**config.mk**
```make
export PLATFORM = sky130hd
export DESIGN_NAME = vga_timing_decoder
export DESIGN_NICKNAME = d
export VERILOG_FILES = /design/src/rtl/vga_timing_decoder.sv
export SDC_FILE = /design/constraint.sdc
export NUM_CORES = 1
export LEC_CHECK = 0
export BUFFER_PORTS_ARGS = -buffer_cell sky130_fd_sc_hd__clkbuf_2
export CAP_MARGIN = 0
export CORE_MARGIN = 1.5
export CORE_UTILIZATION = 50
export DETAILED_ROUTE_END_ITERATION = 7
export HOLD_SLACK_MARGIN = 0.08
export PLACE_DENSITY = 0.77
export REMOVE_ABC_BUFFERS = 1
export SLEW_MARGIN = 30
export SYNTH_ARGS = -nofsm -noshare
export SYNTH_HDL_FRONTEND = slang
export SYNTH_SLANG_ARGS = --single-unit
```
**constraint.sdc**
```tcl
create_clock -name clk -period 4.5 [get_ports clk]
set_input_delay 1.35 -clock clk [delete_from_list [all_inputs] [get_ports clk]]
set_output_delay 1.35 -clock clk [all_outputs]
set_load 0.05 [all_outputs]
```
**src/rtl/vga_timing_decoder.sv**
```systemverilog
// vga_timing_decoder: recovers raster position, pixel strobe and line/frame markers from sampled VGA syncs.
// Ports: clk/rst (async active-high); h_sync/v_sync/red/green/blue sampled inputs;
// pixel_valid/x/y/pix_r/pix_g/pix_b visible pixel two cycles after its sample; line_start/frame_start
// pulses at (0,y)/(0,0); locked when timing matches; h_err/v_err violation pulses;
// frame_sum previous-frame colour sum when VGA_DEC_CHECKSUM_EN is defined, else 0.
module vga_timing_decoder #(
  parameter int   H_VISIBLE   = 640,
  parameter int   H_FRONT     = 16,
  parameter int   H_SYNC      = 96,
  parameter int   H_BACK      = 48,
  parameter int   V_VISIBLE   = 480,
  parameter int   V_FRONT     = 10,
  parameter int   V_SYNC      = 2,
  parameter int   V_BACK      = 33,
  parameter logic SYNC_POL    = 1'b0,
  parameter int   LOCK_FRAMES = 2
) (
  input  logic        clk,
  input  logic        rst,
  input  logic        h_sync,
  input  logic        v_sync,
  input  logic [7:0]  red,
  input  logic [7:0]  green,
  input  logic [7:0]  blue,
  output logic        pixel_valid,
  output logic [9:0]  x,
  output logic [9:0]  y,
  output logic [7:0]  pix_r,
  output logic [7:0]  pix_g,
  output logic [7:0]  pix_b,
  output logic        line_start,
  output logic        frame_start,
  output logic        locked,
  output logic        h_err,
  output logic        v_err,
  output logic [31:0] frame_sum
);
  localparam logic [11:0] HT  = 12'(H_VISIBLE + H_FRONT + H_SYNC + H_BACK);
  localparam logic [11:0] VT  = 12'(V_VISIBLE + V_FRONT + V_SYNC + V_BACK);
  localparam logic [11:0] HT1 = HT - 12'd1;
  localparam logic [11:0] VT1 = VT - 12'd1;
  localparam logic [11:0] HX0 = 12'(H_SYNC + H_BACK);
  localparam logic [11:0] HX1 = 12'(H_SYNC + H_BACK + H_VISIBLE);
  localparam logic [11:0] VY0 = 12'(V_SYNC + V_BACK);
  localparam logic [11:0] VY1 = 12'(V_SYNC + V_BACK + V_VISIBLE);
  localparam logic [1:0] SEARCH = 2'd0, TRACK = 2'd1, LOCKED = 2'd2;
  // hs_q/vs_q hold "sync asserted" for the stage-1 sample, hs_p/vs_p for the one before it
  logic hs_q, vs_q, hs_p, vs_p;
  logic [7:0] r_q, g_q, b_q;
  logic [11:0] h_cnt, v_cnt, h_nxt, v_nxt;
  logic v_pend;
  logic [1:0] state, state_nxt;
  logic [7:0] good, good_nxt;
  logic h_edge, v_edge, chk, h_bad, v_bad, pv_nxt, ls_nxt, fs_nxt;
  always_ff @(posedge clk or posedge rst)
    if (rst) begin
      {hs_q, vs_q, hs_p, vs_p} <= '0;
      {r_q, g_q, b_q} <= '0;
    end else begin
      hs_q <= h_sync == SYNC_POL;
      vs_q <= v_sync == SYNC_POL;
      hs_p <= hs_q;
      vs_p <= vs_q;
      {r_q, g_q, b_q} <= {red, green, blue};
    end
  always_comb begin
    h_edge = hs_q & ~hs_p;
    v_edge = vs_q & ~vs_p;
    h_nxt = h_edge ? '0 : h_cnt + 12'(h_cnt != HT);
    v_nxt = !h_edge ? v_cnt : (v_pend | v_edge) ? '0 : v_cnt + 12'(v_cnt != VT);
    chk = state != SEARCH;
    // h_cnt == HT1 without an edge means this sample pushes the count to HT
    h_bad = chk & (h_edge ? h_cnt != HT1 : h_cnt == HT1);
    // v_cnt still holds the line the v edge arrived on, even when it coincides with an h edge
    v_bad = chk & ((v_edge & (v_cnt != VT1)) | (h_edge & ~v_pend & ~v_edge & (v_cnt == VT1)));
    state_nxt = state == SEARCH ? (v_edge ? TRACK : SEARCH) :
                (h_bad | v_bad) ? SEARCH :
                (state == TRACK && v_edge && good + 8'd1 == 8'(LOCK_FRAMES)) ? LOCKED : state;
    good_nxt = state == TRACK ? good + 8'(v_edge) : '0;
    pv_nxt = state_nxt == LOCKED && h_nxt >= HX0 && h_nxt < HX1 && v_nxt >= VY0 && v_nxt < VY1;
    ls_nxt = pv_nxt && h_nxt == HX0;
    fs_nxt = ls_nxt && v_nxt == VY0;
  end
  always_ff @(posedge clk or posedge rst)
    if (rst) begin
      {h_cnt, v_cnt, v_pend, state, good} <= '0;
      {pixel_valid, line_start, frame_start, h_err, v_err} <= '0;
      {x, y, pix_r, pix_g, pix_b} <= '0;
    end else begin
      h_cnt <= h_nxt;
      v_cnt <= v_nxt;
      v_pend <= h_edge ? 1'b0 : v_pend | v_edge;
      state <= state_nxt;
      good <= good_nxt;
      pixel_valid <= pv_nxt;
      line_start <= ls_nxt;
      frame_start <= fs_nxt;
      h_err <= h_bad;
      v_err <= v_bad;
      if (pv_nxt) begin
        x <= 10'(h_nxt - HX0);
        y <= 10'(v_nxt - VY0);
        {pix_r, pix_g, pix_b} <= {r_q, g_q, b_q};
      end
    end
  assign locked = state == LOCKED;
`ifdef VGA_DEC_CHECKSUM_EN
  logic [31:0] acc;
  logic full;
  // full marks that acc started at a frame_start, so only whole locked frames are published
  always_ff @(posedge clk or posedge rst)
    if (rst) begin
      {acc, full, frame_sum} <= '0;
    end else if (state_nxt != LOCKED) begin
      acc <= '0;
      full <= 1'b0;
    end else if (fs_nxt) begin
      acc <= {8'd0, r_q, g_q, b_q};
      full <= 1'b1;
      if (full) frame_sum <= acc;
    end else if (pv_nxt) begin
      acc <= acc + {8'd0, r_q, g_q, b_q};
    end
`else
  assign frame_sum = '0;
`endif
endmodule

```
==> parameters.txt, run 1 <==
Parameter                              Value

Timing
  Setup repair after global routing missed its margin ... no
  Portion of the clock cycle consumed by the worst path in the final layout ... 93.5%
  Min setup slack post-route ... 0.294 ns
  Final setup skew ... 0.0140 ns
  Slew @ Worst Pin ... 0.852 ns
  Fin. max-slew vios ... 0
  Final count of negative-setup-slack endpoints ... 0
  Final TNS setup ... 0 ns
  Slew margin rel. ... 43.2%
  Fin. Hold Viols ... 0
  Minimum period implied by the final worst setup slack ... 4.21 ns
  Highest clock frequency the design can meet ... 238 MHz

Logic synthesis
  Number of instances in the synthesized netlist ... 455
  Sequential element share of the synthesized area ... 52.2%
  Number of distinct library cells after synthesis ... 54
  Fraction of synthesized cell area taken by the top area cell type ... 52.2%
  Top_reg_cell synth ... sky130_fd_sc_hd__dfrtp_1
  Yosys Warn Count ... 0
  Biggest area contributors in the synthesized netlist ... sky130_fd_sc_hd__dfrtp_1 52%, sky130_fd_sc_hd__mux2_4 11%, sky130_fd_sc_hd__buf_4 4.5%, sky130_fd_sc_hd__nor2_1 2.9%, sky130_fd_sc_hd__xnor2_1 2.6%
  Async set-or-reset flop fraction in the synthesized netlist ... 100%
  Total standard cell area after synthesis ... 0.00537 mm^2
  Synthesized area divided by synthesized cell count ... 11.8 um^2
  Top cell types by occurrence after synthesis ... 112 x sky130_fd_sc_hd__dfrtp_1, 42 x sky130_fd_sc_hd__nor2_1, 38 x sky130_fd_sc_hd__mux2_4
  Total of flip-flops plus latches after synthesis ... 112
  Most frequently used cell type in the post-synthesis netlist ... sky130_fd_sc_hd__dfrtp_1
  Cell type with the highest aggregate area in the netlist ... sky130_fd_sc_hd__dfrtp_1
  Count of flip-flops with a built-in enable after synthesis ... 0

Place
  HPWL after DPL ... 7.39 mm
  Post-DP Area ... 0.00578 mm^2
  Number of instances in the placed design ... 660
  Routability cong. ... 0.948
  Buffers on Ports ... 77
  Post-Place Worst Slack ... 0.347 ns

Pwr
  Share of total power in the clock network ... 29.6%
  Power share of the combinational group ... 14.3%
  Power Internal ... 1.34 mW
  Power share of the sequential group ... 56.1%
  VDD IR max ... 0.000190 V
  Switching part of the total power ... 31.2%
  Leakage component of the power ... 3.08 nW
  Power density cells ... 326 mW/mm^2
  Switching power summed over all nets ... 609 uW
  Total power draw ... 1.95 mW

Global route
  Number of global-route vias before repair ... 3578
  Wire length of the first global-routing pass ... 16.9 mm
  Initial antenna violation count ... 0
  Grt total ovfl ... 0
  Gr usage total ... 18.8%
  Pin count of the biggest net entering global routing ... 69

Floorplanning
  Std-Cell Rows ... 37
  Width of the chip ... 107 um
  Total core area ... 0.0104 mm^2
  Die height ... 107 um
  DIE AREA ... 0.0114 mm^2
  Initial Utilization ... 51.8%
  Number of placed I/O pins ... 110

Worst setup path
  Max FO, Critical Path ... 25
  Critical path endpoint category ... flop
  Critical path origin ... v_cnt[6]
  Category of the most critical setup path ... reg -> reg
  Crit path arrival time ... 4.48 ns
  RR Startpoint ... v_cnt[6]
  Required time of the critical path ... 4.77 ns
  Type of origin of the critical path ... flop

Detailed routing
  Iter 0 DRT Violations ... 137
  1st-pass router iterations ... 5
  DRC violation count after routing ... 0
  Number of vias in the routed layout ... 3540
  Antenna Nets Post-Route ... 0
  Avg Vias per Cell ... 5.24
  DRT Wirelength ... 10.0 mm
  Average routed wire per standard cell ... 14.9 um

CTS
  Maximum number of buffers from clock root to sink ... 2
  CTS clk-pin slew, worst paths ... 0.11 ns
  Clock latency on the worst-skew pair ... 0.37 ns
  Number of gates given a new drive strength after cts ... 0
  Root cell of the clock tree ... sky130_fd_sc_hd__clkbuf_8
  Number of H-tree levels ... 3
  # clock sinks ... 112
  Clock tree from TritonCTS ... done
  Number of clock buffers inserted by TritonCTS ... 9
  Setup Fix Bufs, Post-CTS ... 0
  Hold-fix buffers at CTS ... 0

Worst hold path
  Min-delay worst type ... reg -> reg
  Worst hold path startpoint ... vs_q

Layout
  Share of final-layout standard cells stronger than drive strength 1 ... 28.9%
  Net count reported at finish ... 574
  Relative area change from synthesis to final layout ... 11.3%
  Fin area ... 0.00598 mm^2
  Number of antenna repair diodes ... 0
  Number of standard cells in the final layout excluding fillers ... 676

Job
  Maximum capacitance violations ... 0

Run status
  Outcome ... complete, no violations
[power groups by stage]
stage / registers, mW / logic, mW / clock network [mW]
2_1_floorplan: 1.11 / 0.207 / 0
3_3_place_gp: 1.11 / 0.275 / 0
3_5_place_dp: 1.11 / 0.279 / 0
4_1_cts: 1.09 / 0.281 / 0.597
5_1_grt: 1.10 / 0.312 / 0.636
6_report: 1.09 / 0.278 / 0.577
[layer usage]
layer | share of wire, % | vias up | wire [um] | global-route usage, %
met4 | 1.5 | 0 | 153 | 5.71
met5 | 0 | - | 0 | 0
li1 | - | 1665 | - | -
met2 | 50 | 136 | 5060 | 32.1
met3 | 6.4 | 21 | 642 | 5.05
met1 | 42 | 1718 | 4190 | 23.4
[worst max-delay path: stages (launching register included)]
cell                        delay [ns]
sky130_fd_sc_hd__dfrtp_1          0.47
sky130_fd_sc_hd__or4_1            0.58
sky130_fd_sc_hd__nor2_1           0.11
sky130_fd_sc_hd__nand4_1          0.10
sky130_fd_sc_hd__ha_1             0.24
sky130_fd_sc_hd__ha_1             0.23
sky130_fd_sc_hd__nand4b_1         0.20
sky130_fd_sc_hd__nor2_1           0.11
sky130_fd_sc_hd__or3_1            0.33
sky130_fd_sc_hd__a31oi_1          0.35
sky130_fd_sc_hd__a21oi_2          0.15
sky130_fd_sc_hd__o2111ai_4        0.55
sky130_fd_sc_hd__buf_12           0.29
sky130_fd_sc_hd__mux2_2           0.36
[cells in the final DEF, fill, tap and decap left out, types with 8 or more instances in the layout]
master	synthesis	layout
sky130_fd_sc_hd__clkbuf_8	0	9
sky130_fd_sc_hd__nand2_1	20	20
sky130_fd_sc_hd__xor2_1	14	14
sky130_fd_sc_hd__conb_1	1	32
sky130_fd_sc_hd__clkbuf_2	2	77
sky130_fd_sc_hd__inv_1	20	19
sky130_fd_sc_hd__dfrtp_1	112	112
sky130_fd_sc_hd__nand4_1	8	8
sky130_fd_sc_hd__nor3_1	11	11
sky130_fd_sc_hd__nor2_1	42	42
sky130_fd_sc_hd__mux2_4	38	38
sky130_fd_sc_hd__nand3_1	13	13
sky130_fd_sc_hd__o21ai_0	11	11
sky130_fd_sc_hd__ha_1	11	11
sky130_fd_sc_hd__nor4_1	8	8
sky130_fd_sc_hd__xnor2_1	16	16
[cells by family after synthesis]
logic type      synth area share (%)
compound gates                  6.69
buf+inv                         7.45
xor+xnor                        4.89
flops                           52.2
other cells                   0.0698
mux                             12.4
simple gates                    13.7
fa+ha+maj                       2.56
[flip-flops by register name, summed over array words and instances, names as in the netlist, 2 cells and up]
register	count
b_q	8
g_q	8
good	8
h_cnt	12
pix_b	8
pix_g	8
pix_r	8
r_q	8
state	2
v_cnt	12
x	10
y	10
[cell type report]
| cell class | instances | area [um^2] |
|---|---|---|
| fill | 864 | 4390 |
| sequential | 112 | 2800 |
| multi-input combinational | 309 | 2280 |
| timing repair buffer | 83 | 443 |
| tap | 136 | 170 |
| clock buffer | 9 | 124 |
| inverter | 20 | 77.6 |
| clock inverter | 7 | 75.1 |
[metrics by stage]
stage          hold WS [ns]  utilization [%]
6_report              0.383             57.6
5_1_grt               0.403             57.6
4_1_cts               0.386             57.6
3_5_place_dp          0.364             55.7
3_3_place_gp          0.365             55.7
2_1_floorplan         0.355                -
[final timing paths]
path / end / slack (ns) / depth (start not counted)
worst max-delay path: pix_b[1] / 0.29 / 13
worst min-delay path: vs_p / 0.38 / 0
worst max register to register: pix_b[1] / 0.29 / 13
worst min register to register: vs_p / 0.38 / 0
max in group asynchronous: vs_p / 2.56 / 3
min in group asynchronous: pix_b[2] / 1.11 / 2
No activity file was read; power rests on OpenSTA's default activity.
==> run 2, diff against run 1 <==
CTS_CLUSTER_SIZE = 14   (was not set)
clock period = 3.4 ns   (was 4.5 ns; I/O delays follow)
==> parameters.txt, run 2 (synthesis results as in run 1) <==
Parameter                              Value

Floorplanning
  Width of the chip ... 107 um
  DIE AREA ... 0.0114 mm^2
  Std-Cell Rows ... 37
  Total core area ... 0.0104 mm^2
  Initial Utilization ... 51.8%
  Die height ... 107 um
  Number of placed I/O pins ... 110

Detailed routing
  Iter 0 DRT Violations ... 127
  DRC violation count after routing ... 0
  DRT Wirelength ... 11.1 mm
  Avg Vias per Cell ... 5.15
  Number of vias in the routed layout ... 3761
  Average routed wire per standard cell ... 15.1 um
  Antenna Nets Post-Route ... 0
  1st-pass router iterations ... 4

Pwr
  Total power draw ... 2.74 mW
  VDD IR max ... 0.000296 V
  Leakage component of the power ... 3.43 nW
  Power density cells ... 415 mW/mm^2

Timing
  Slew @ Worst Pin ... 0.688 ns
  Fin. Hold Viols ... 0
  Slew margin rel. ... 54.1%
  Final TNS setup ... -5.07 ns
  Final count of negative-setup-slack endpoints ... 44
  Final setup skew ... 0.0128 ns
  Highest clock frequency the design can meet ... 282 MHz
  Fin. max-slew vios ... 0
  Setup repair after global routing missed its margin ... yes
  Min setup slack post-route ... -0.150 ns
  Hold_ws ... 0.388 ns
  Minimum period implied by the final worst setup slack ... 3.55 ns
  Portion of the clock cycle consumed by the worst path in the final layout ... 104%

Worst setup path
  Largest stage delay on the critical path ... 0.53 ns
  Required time of the critical path ... 3.67 ns
  Category of the most critical setup path ... reg -> reg
  Critical path origin ... v_cnt[6]
  RR Startpoint ... v_cnt[6]
  Cell depth of the worst flop-to-flop path ... 14
  Destination of the worst register-to-register timing path ... pix_r[2]
  Worst-case register-to-register setup slack ... -0.15 ns
  Max FO, Critical Path ... 6
  Critical path endpoint category ... flop
  Bufs and invs on worst path ... 2
  Cell family with the largest share of critical-path delay ... compound AO/OA/AOI/OAI gates
  Crit-path slowest cell ... sky130_fd_sc_hd__or4_4
  Cell Chain, Critical Path ... or4_4 -> nor2_1 -> nand4_1 -> ha_2 -> ha_4 -> nand2_1 -> o21ai_0 -> ha_1 -> o31ai_2 -> a21oi_4 -> o2111ai_4 -> buf_6 -> clkbuf_16 -> mux2_4
  Type of origin of the critical path ... flop
  Crit path arrival time ... 3.82 ns

Place
  Routability cong. ... 0.919
  Post-Place Worst Slack ... -0.243 ns
  HPWL after DPL ... 7.90 mm
  Post-DP Area ... 0.00611 mm^2
  Buffers on Ports ... 77
  Number of instances in the placed design ... 704

Worst hold path
  Cell depth of the worst hold path ... 0
  Worst hold path startpoint ... vs_q
  Min-delay worst type ... reg -> reg
  Hold-critical path endpoint ... vs_p

CTS
  Hold-fix buffers at CTS ... 0
  Maximum number of buffers from clock root to sink ... 2
  Clock latency on the worst-skew pair ... 0.38 ns
  Root cell of the clock tree ... sky130_fd_sc_hd__clkbuf_8
  CTS clk-pin slew, worst paths ... 0.12 ns
  Clock tree from TritonCTS ... done
  Number of H-tree levels ... 3
  # clock sinks ... 112
  Number of clock buffers inserted by TritonCTS ... 9

Layout
  Post-Route Utilization ... 63.6%
  Number of antenna repair diodes ... 0
  Fin area ... 0.00660 mm^2
  Relative area change from synthesis to final layout ... 22.9%
  Number of standard cells in the final layout excluding fillers ... 731
  Most common library cell in the layout ignoring fill and taps ... sky130_fd_sc_hd__dfrtp_1
  Share of final-layout standard cells stronger than drive strength 1 ... 38.0%
  Most frequent cells in the layout ... 112 x sky130_fd_sc_hd__dfrtp_1, 77 x sky130_fd_sc_hd__clkbuf_2, 53 x sky130_fd_sc_hd__buf_4
  Fillers ... 812
  Registers with the highest flip-flop counts ... h_cnt x12, v_cnt x12
  Net count reported at finish ... 629

Global route
  Wire length of the first global-routing pass ... 17.9 mm
  Initial antenna violation count ... 0
  Number of global-route vias before repair ... 3676
  Gr usage total ... 20.2%
  Pin count of the biggest net entering global routing ... 60
  Grt total ovfl ... 0

Run status
  Outcome ... finished with violations
  Violations in the final reports ... setup timing

Job
  Maximum capacitance violations ... 0
[run 2: worst max path at each step]
| stage | end | slack (ns) | cells after the start |
|---|---|---|---|
| floorplan | pix_b[1] | -0.89 | 12 |
| global placement | pix_b[2] | -0.19 | 14 |
| detailed placement | pix_b[3] | -0.24 | 14 |
| CTS | pix_g[7] | -0.14 | 15 |
| global route | pix_g[3] | -0.29 | 14 |
| finish | pix_r[2] | -0.15 | 14 |
[run 2: metal layers]
layer | vias to the layer above | track usage (%) | routed length, um
met1 | 1838 | 26.7 | 4760
li1 | 1785 | - | -
met5 | - | 0 | 0
met2 | 126 | 34.1 | 5530
met4 | 0 | 5.05 | 125
met3 | 12 | 4.19 | 662
[run 2: what timing repair did]
| action | in CTS | in global routing |
|---|---|---|
| setup endpoints to repair | 46 | 46 |
| gates cloned | 2 | 1 |
| buffers inserted | 6 | 2 |
| gates resized for setup | 17 | 15 |
| pin swaps | 3 | 6 |
[run 2: report_power, final]
part | total, mW | internal (mW) | switching [mW]
Clock | 0.871 | 0.371 | 0.500
Combinational | 0.418 | 0.129 | 0.289
Sequential | 1.45 | 1.39 | 0.0571
[run 2: area by class of cell]
cell class                      count  area (um^2)  area share (%)
Clock buffer                        9          124            1.88
Timing Repair Buffer              138          946            14.3
Tap cell                          136          170            2.58
Clock inverter                      7          105            1.59
Sequential cell                   112         2800            42.5
Multi-Input combinational cell    309         2370            36.0
Inverter                           20         77.6            1.18
==> run 3, diff against run 2 <==
MAX_ROUTING_LAYER = met4   (was not set)
==> parameters.txt, run 3 (synthesis results as in run 1) <==
Parameter                              Value

Global route
  Met1 Track Usage GR ... 26.9%
  Met3 Resource Use GR ... 5.47%
  Wire length of the first global-routing pass ... 18.9 mm
  Pin count of the biggest net entering global routing ... 48
  Gr usage total ... 22.3%
  Met2 demand-to-capacity share in global routing ... 37.5%
  Busiest metal layer after global routing ... met2
  Initial antenna violation count ... 0
  Grt total ovfl ... 0
  Number of global-route vias before repair ... 3788

Timing
  Final setup skew ... 0.0150 ns
  Final count of negative-setup-slack endpoints ... 44
  Minimum period implied by the final worst setup slack ... 3.61 ns
  Setup repair after global routing missed its margin ... yes
  Hold_ws ... 0.389 ns
  Fin. Hold Viols ... 0
  Portion of the clock cycle consumed by the worst path in the final layout ... 106%
  Highest clock frequency the design can meet ... 277 MHz
  Slew margin rel. ... 60.8%
  Slew @ Worst Pin ... 0.582 ns
  Fin. max-slew vios ... 0
  Min setup slack post-route ... -0.209 ns
  Final TNS setup ... -8.03 ns

Worst setup path
  Cell family with the largest share of critical-path delay ... simple AND/OR/NAND/NOR gates
  Required time of the critical path ... 3.68 ns
  Type of origin of the critical path ... flop
  Category of the most critical setup path ... reg -> reg
  Cell depth of the worst flop-to-flop path ... 15
  Max FO, Critical Path ... 12
  Worst-case register-to-register setup slack ... -0.21 ns
  RR Startpoint ... v_cnt[6]
  Bufs and invs on worst path ... 3
  Critical path endpoint category ... flop
  Crit-path slowest cell ... sky130_fd_sc_hd__or4_4
  Cell Chain, Critical Path ... or4_4 -> nor2_2 -> nand4_1 -> ha_2 -> ha_4 -> nand4b_1 -> nor2_2 -> or3_4 -> a31oi_4 -> buf_6 -> and3_4 -> o2111ai_4 -> buf_12 -> buf_12 -> mux2_4
  Destination of the worst register-to-register timing path ... pix_g[6]
  Largest stage delay on the critical path ... 0.56 ns
  Crit path arrival time ... 3.89 ns

Worst hold path
  Worst hold path startpoint ... vs_q
  Cell depth of the worst hold path ... 0
  Min-delay worst type ... reg -> reg
  Hold-critical path endpoint ... vs_p

Layout
  Sequential standard cell area ... 0.00280 mm^2
  Fillers ... 836
  Registers with the highest flip-flop counts ... h_cnt x12, v_cnt x12
  Area occupied by multi-input gates ... 0.00238 mm^2
  Number of antenna repair diodes ... 0
  Net count reported at finish ... 627
  Share of final-layout standard cells stronger than drive strength 1 ... 37.8%
  Most frequent cells in the layout ... 112 x sky130_fd_sc_hd__dfrtp_1, 77 x sky130_fd_sc_hd__clkbuf_2, 50 x sky130_fd_sc_hd__buf_4
  Relative area change from synthesis to final layout ... 21.8%
  Most common library cell in the layout ignoring fill and taps ... sky130_fd_sc_hd__dfrtp_1

Job
  Maximum capacitance violations ... 0

CTS
  # clock sinks ... 112
  Number of clock buffers inserted by TritonCTS ... 9
  Clock latency on the worst-skew pair ... 0.39 ns
  Hold-fix buffers at CTS ... 0
  Root cell of the clock tree ... sky130_fd_sc_hd__clkbuf_8
  Number of H-tree levels ... 3
  Clock tree from TritonCTS ... done
  Maximum number of buffers from clock root to sink ... 2
  CTS clk-pin slew, worst paths ... 0.11 ns

Detailed routing
  DRC violation count after routing ... 0
  Iter 0 DRT Violations ... 138
  Number of vias in the routed layout ... 3749
  Antenna Nets Post-Route ... 0
  Avg Vias per Cell ... 5.14
  1st-pass router iterations ... 7
  DRT Wirelength ... 11.7 mm
  Average routed wire per standard cell ... 16.0 um

Place
  Post-Place Worst Slack ... -0.212 ns
  Buffers on Ports ... 77
  Routability cong. ... 0.941
  HPWL after DPL ... 8.34 mm

Floorplanning
  Width of the chip ... 107 um
  Initial Utilization ... 51.8%
  Total core area ... 0.0104 mm^2
  Die height ... 107 um
  Number of placed I/O pins ... 110
  DIE AREA ... 0.0114 mm^2
  Std-Cell Rows ... 37

Pwr
  Leakage component of the power ... 3.39 nW
  VDD IR max ... 0.000238 V
  Power density cells ... 405 mW/mm^2

Run status
  Violations in the final reports ... setup timing
  Outcome ... finished with violations
run 3: timing repair:
item | 4_1_cts | 5_1_grt
setup buffers | 4 | 2
cloned | 2 | 0
pin swaps | 6 | 3
gates resized for setup | 17 | 12
setup endpoints to repair | 45 | 45
run 3: worst register-to-register path: cells and delay by family (launching register included):
kind	cells	cell delay (ns)
buf+inv	3	0.47
simple gates	7	1.58
fa+ha+maj	2	0.37
mux	1	0.31
flops	1	0.40
compound gates	2	0.35
run 3: layout make-up:
class	instances	area share [%]
Sequential cell	112	42.8
Multi-Input combinational cell	309	36.3
Timing Repair Buffer	136	14.2
Tap cell	136	2.60
Clock buffer	12	2.37
Inverter	20	1.19
Clock inverter	4	0.516
run 3: how the worst max path moves through the flow:
stage,start,end,cells past startpoint
4_1_cts,v_cnt[6],pix_g[6],15
3_3_place_gp,v_cnt[6],pix_b[3],14
2_1_floorplan,v_cnt[6],pix_b[1],12
3_5_place_dp,h_cnt[10],x[4],14
6_report,v_cnt[6],pix_g[6],15
5_1_grt,v_cnt[6],pix_g[6],15
run 3: through the flow:
| step | instances | util (%) | cell area [um^2] | power [mW] |
|---|---|---|---|---|
| 2_1_floorplan | 441 | - | 5160 | 1.75 |
| 3_3_place_gp | 705 | 59.1 | 6130 | 1.87 |
| 3_5_place_dp | 705 | 59.1 | 6130 | 1.88 |
| 4_1_cts | 727 | 62.4 | 6470 | 2.67 |
| 5_1_grt | 729 | 63.1 | 6550 | 2.79 |
| 6_report | 729 | 63.1 | 6550 | 2.65 |
run 3: metal layers:
layer | wire [um] | vias to the layer above
met4 | 157 | 0
li1 | - | 1777
met3 | 524 | 11
met5 | 0 | -
met1 | 4930 | 1842
met2 | 6060 | 119
run 3: power breakdown:
group          total (mW)  switching [mW]  internal, mW
Clock               0.781           0.465         0.316
Sequential           1.45          0.0562          1.39
Combinational       0.426           0.293         0.133
Total                2.65           0.814          1.84
